<file path="src/rtl/dmem_arb_pkg.sv">
// dmem_arb_pkg: shared types and constants for the data-memory arbiter
package dmem_arb_pkg;
    localparam int ADDR_W_DEF = 5;
    localparam int DATA_W_DEF = 32;
    localparam int DEPTH_DEF  = 32;
    localparam logic SEL_A = 1'b0;
    localparam logic SEL_B = 1'b1;
    typedef enum logic {ST_CLEAR, ST_ARB} state_e;
endpackage

</file>
<file path="src/rtl/rr_arb2.sv">
// rr_arb2: two-requester round-robin arbiter with a registered priority bit
module rr_arb2
    import dmem_arb_pkg::*;
(
    input  logic       clk,
    input  logic       rst,
    input  logic [1:0] req,
    output logic [1:0] gnt
);
    logic prio_q, prio_d;
    assign gnt[SEL_A] = req[SEL_A] & (!req[SEL_B] | prio_q == SEL_A);
    assign gnt[SEL_B] = req[SEL_B] & (!req[SEL_A] | prio_q == SEL_B);
    assign prio_d = gnt[SEL_A] ? SEL_B : gnt[SEL_B] ? SEL_A : prio_q;
    always_ff @(posedge clk) begin
        prio_q <= rst ? SEL_A : prio_d;
    end
endmodule

</file>
<file path="src/rtl/dmem_arbiter.sv">
// dmem_arbiter: zero-sweeps the data memory after reset, then round-robins
// its single port between requesters A and B
module dmem_arbiter
    import dmem_arb_pkg::*;
#(
    parameter int ADDR_W         = ADDR_W_DEF,
    parameter int DATA_W         = DATA_W_DEF,
    parameter int DEPTH          = DEPTH_DEF,
    parameter bit CLEAR_ON_RESET = 1'b1
) (
    input  logic              clk,
    input  logic              rst,
    input  logic              a_req,
    input  logic              a_we,
    input  logic [ADDR_W-1:0] a_addr,
    input  logic [DATA_W-1:0] a_wdata,
    output logic              a_gnt,
    output logic [DATA_W-1:0] a_rdata,
    input  logic              b_req,
    input  logic              b_we,
    input  logic [ADDR_W-1:0] b_addr,
    input  logic [DATA_W-1:0] b_wdata,
    output logic              b_gnt,
    output logic [DATA_W-1:0] b_rdata,
    output logic              mem_ena,
    output logic              mem_wena,
    output logic [ADDR_W-1:0] mem_addr,
    output logic [DATA_W-1:0] mem_wdata,
    input  logic [DATA_W-1:0] mem_rdata,
    output logic              init_busy
);
    state_e            state_q;
    logic [ADDR_W-1:0] cnt_q;
    logic [1:0]        req, gnt;
    logic              clearing, arbitrating;

    always_ff @(posedge clk) begin
        if (rst) begin
            state_q <= CLEAR_ON_RESET ? ST_CLEAR : ST_ARB;
            cnt_q   <= '0;
        end else if (state_q == ST_CLEAR) begin
            cnt_q <= cnt_q + 1'b1;
            if (cnt_q == ADDR_W'(DEPTH - 1)) state_q <= ST_ARB;
        end
    end

    // Memory is never enabled while rst is high, so no partial access can occur
    assign clearing    = !rst && state_q == ST_CLEAR;
    assign arbitrating = !rst && state_q == ST_ARB;
    assign req         = {b_req, a_req} & {2{arbitrating}};

    rr_arb2 u_arb (.clk(clk), .rst(rst), .req(req), .gnt(gnt));

    assign a_gnt     = gnt[SEL_A];
    assign b_gnt     = gnt[SEL_B];
    assign init_busy = rst ? CLEAR_ON_RESET : state_q == ST_CLEAR;
    assign mem_ena   = clearing | a_gnt | b_gnt;
    assign mem_wena  = clearing | (a_gnt & a_we) | (b_gnt & b_we);
    assign mem_addr  = a_gnt ? a_addr : b_gnt ? b_addr : clearing ? cnt_q : '0;
    assign mem_wdata = a_gnt ? a_wdata : b_gnt ? b_wdata : '0;
    assign a_rdata   = a_gnt ? mem_rdata : '0;
    assign b_rdata   = b_gnt ? mem_rdata : '0;
endmodule
</file>
<file path="config.mk">
export PLATFORM = sky130hd
export DESIGN_NAME = dmem_arbiter
export DESIGN_NICKNAME = d
export VERILOG_FILES = /design/src/rtl/dmem_arb_pkg.sv /design/src/rtl/rr_arb2.sv /design/src/rtl/dmem_arbiter.sv
export SDC_FILE = /design/constraint.sdc
export NUM_CORES = 1
export LEC_CHECK = 0
export CAP_MARGIN = 20
export CORE_ASPECT_RATIO = 0.75
export CORE_UTILIZATION = 19
export CTS_CLUSTER_DIAMETER = 40
export DETAILED_ROUTE_END_ITERATION = 10
export PLACE_DENSITY = 0.89
export SETUP_SLACK_MARGIN = 0.02
export SLEW_MARGIN = 20
export SYNTH_ARGS = -nofsm -noshare
export SYNTH_HDL_FRONTEND = slang
export SYNTH_SLANG_ARGS = --single-unit
</file>
<file path="constraint.sdc">
create_clock -name clk -period 1.37 [get_ports clk]
set_clock_uncertainty 0.05 [all_clocks]
set_input_delay 0.274 -clock clk [delete_from_list [all_inputs] [get_ports clk]]
set_output_delay 0.274 -clock clk [all_outputs]
set_load 0.01 [all_outputs]
</file>
==> summary.md <==
| Metric | Value |
|---|---|
| Status | `finished, violations left` |
| Failing checks | `negative setup slack` |
| Startpoint of the tightest hold check path | `u_arb.prio_q` |
| Pin count of the biggest net entering global routing | `18` |
| Initial standard-cell utilization of the core | `0.2042` |
| Min setup slack post-route | `-542.3 ps` |
| Power per standard cell area | `222.9 mW/mm²` |
| Launching point of the worst reg2reg path | `cnt_q[1]` |
| Most numerous cell types in the synthesized netlist | `and2_1, a22o_1, buf_2` |
| Clock buffer depth | `2` |
| Final ANT Viol Nets | `0` |
| # hold bufs at CTS | `0` |
| Synth top area cells | `and2_1, a22o_1, dfxtp_1` |
| Post-Syn Nets | `277` |
| Summed negative setup slack over all endpoints | `-46,610 ps` |
| Cell depth of the worst min-delay path | `2` |
| Vias | `2,296` |
| Floorplan core area | `0.006006 mm²` |
| Slowest cell on the critical path | `dlygate4sd2_1` |
| Period utilization | `1.396` |
| Via/cell ratio | `4.648` |
| Async S/R FF share, synth | `0` |
| Static leakage | `2.027 nW` |
| Share of the yosys chip area belonging to registers | `0.1143` |
| Total die area | `0.006782 mm²` |
| Root buffer cell | `clkbuf_8` |
| Placer congestion estimate | `0.8474` |
| Buf+Inv Stages, Crit Path | `4` |
| Clock sink total | `7` |
| Crit. End Element | `primary output` |
| GR Util All Layers | `0.2429` |
| Cell chain of the critical path | `dlygate4sd2_1, nand2b_4, and3_4, buf_12, buf_12, a221o_1, buf_2` |
| Synthesized instance count | `163` |
| FF-to-FF setup slack | `40 ps` |
| Count of non-filler cells in the finished layout | `494` |
| Hold WC Path Type | `reg -> reg` |
| Shortest clock period the worst path allows after layout | `1912 ps` |
| CP delay by family, top | `buffers and inverters` |
| Critical path data required time | `1050 ps` |
| Number of DRC violations after detailed-routing iteration 0 | `51` |
| Placed wire-length estimate | `5.783 mm` |
| Net count, final | `531` |
| Kind of critical path | `in -> out` |
| Site row count | `24` |
| First-pass GRT wire length | `12.64 mm` |
| Cell Area, Synth | `0.001226 mm²` |
| Max FO, Critical Path | `17` |
| Number of buffers added by the clock tree synthesis step | `3` |
| Register bit count reported by yosys | `7` |
| Nature of the critical path startpoint | `primary input` |
| First drt pass iteration count | `4` |
| Level count of the clock H-tree | `1` |
| Library cell appearing most often on the critical path | `buf_12` |
| Antenna diodes | `0` |
| RSZ-0062 raised after global routing | `yes` |
| Buffers added on ports | `217` |
| Skew-Pair Late Insertion Delay | `230 ps` |
| Final hold vios | `0` |
| Clk slew on worst S/H paths | `40 ps` |
| Final Max Slew Viols | `0` |
| Placed cell count | `456` |
| Highest clock frequency the design can meet | `522.9 MHz` |
| Worst min-delay path endpoint | `u_arb.prio_q` |
| Area delta synth->final | `251.8%` |
| Floorplan die width | `94.76 µm` |
| Via count of the first global-routing pass | `2,402` |
| Die height | `71.57 µm` |
| Synth warn | `0` |
| Grt total ovfl | `0` |
| End of the worst register-to-register path | `cnt_q[4]` |
| Mean instance size in the synthesized netlist | `7.523 µm²` |
| Worst slew margin relative to its limit | `0.8292` |
| DRC violation count after routing | `0` |
| Number of enable-type register cells in the synthesized netlist | `0` |
| Crit path arrival time | `1590 ps` |
| Most used standard cell by instance count after synthesis | `and2_1` |
| Avg WL per Cell | `18.24 µm` |
| Number of antenna violations at the first check in global routing | `0` |
| Worst-margin pin slew | `255.2 ps` |
| Core utilization of the finished layout | `0.7183` |
| Most instantiated flip-flop cell in the synthesis netlist | `dfxtp_1` |
| Cell accounting for the most synthesized area | `and2_1` |
| Placement Setup Slack | `-1039 ps` |
| Portion of synthesized cell area occupied by the leading cell type | `0.3469` |
| Longest individual stage delay on the worst path | `340 ps` |
| VDD IR-drop max | `0.0003001 V` |
| Number of unique standard cell types used by synthesis | `26` |
| Final setup fails | `105` |
| Total detailed-routing wirelength | `9.013 mm` |
| Max-cap check violation count | `0` |
| Layout cell share with drive strength beyond 1 | `0.5577` |
| Path depth of the worst reg2reg path | `6` |
| Io pins | `218` |
| TritonCTS clock tree | `built` |
## worst max-delay path by stage
stage          startpoint       endpoint  slack (ps)  depth (start not counted)
6_report            a_req    mem_addr[3]        -540                          7
5_1_grt           state_q   mem_wdata[9]        -590                          7
4_1_cts           state_q  mem_wdata[21]        -560                          7
3_5_place_dp          rst  mem_wdata[19]       -1040                          6
3_3_place_gp        a_req    mem_addr[1]       -1020                          6
2_1_floorplan     state_q    mem_addr[1]        -130                          5
## layout by cell type, fill, tap and decap left out, drive strengths merged, types with 3 or more instances in the layout
cell	instances
buf	154
nor2	10
dlygate4sd2	3
clkbuf	6
dfxtp	7
clkdlybuf4s50	108
a22o	32
and2	68
a221o	5
and3	3
## power by group
group          total (W)  leakage [nW]  switching, W  internal, W
Combinational   0.000445          1.95      0.000120     0.000325
Clock           0.000299        0.0228     0.0000969     0.000202
Sequential      0.000218        0.0585    0.00000430     0.000214
## tightest hold or removal path, delay by kind of cell (launching register included)
kind / cells / cell delay, ps
DFF: 1 / 340
AOI/OAI and AO/OA: 1 / 60
and+or+nand+nor: 1 / 80
## area by class of cell
cell class / instances / area [µm²]
Timing Repair Buffer: 267 / 2843
Inverter: 2 / 7.507
Multi-Input combinational cell: 136 / 1176
Tap cell: 78 / 97.59
Fill cell: 439 / 1692
Clock buffer: 4 / 45.04
Sequential cell: 7 / 145.1
## through the flow
| stage | instance area (µm²) | power, W | hold WS [ps] |
|---|---|---|---|
| 2_1_floorplan | 1365 | 0.0002622 | 411.1 |
| 3_3_place_gp | 3669 | 0.0006368 | 428.0 |
| 3_5_place_dp | 3669 | 0.0006460 | 450.7 |
| 4_1_cts | 4048 | 0.0009441 | 461.3 |
| 5_1_grt | 4314 | 0.001005 | 486.1 |
| 6_report | 4314 | 0.0009618 | 463.5 |
## routing by layer
metal	part of all wire	vias up	GRT usage
met5	0	-	0
met4	0.017	0	0.06229
met3	0.059	16	0.03928
met2	0.53	109	0.4556
met1	0.40	1088	0.2843
li1	-	1083	-
## timing repair
item                                    CTS  global route
resized for setup                       506            48
buffers inserted                         15            10
cloned                                   12             2
endpoints found under the setup margin  107           107
pin swaps                                24            17
## registers in the layout, summed over array words and instances (netlist names)
signal	count
cnt_q	5
u_arb.prio_q	1
state_q	1
## logic make-up (layout without fill, tap and decap cells)
logic type	Yosys count	in the layout	share of synthesized area
xor gates and xnor gates	3	3	0.02143
buffers and inverters	20	273	0.08980
muxes	3	3	0.02551
DFF	7	7	0.1143
AOI/OAI and AO/OA	40	40	0.2888
and+or+nand+nor	88	88	0.4398
adders and majority gates	2	2	0.02040
No activity file was read; power rests on OpenSTA's default activity.
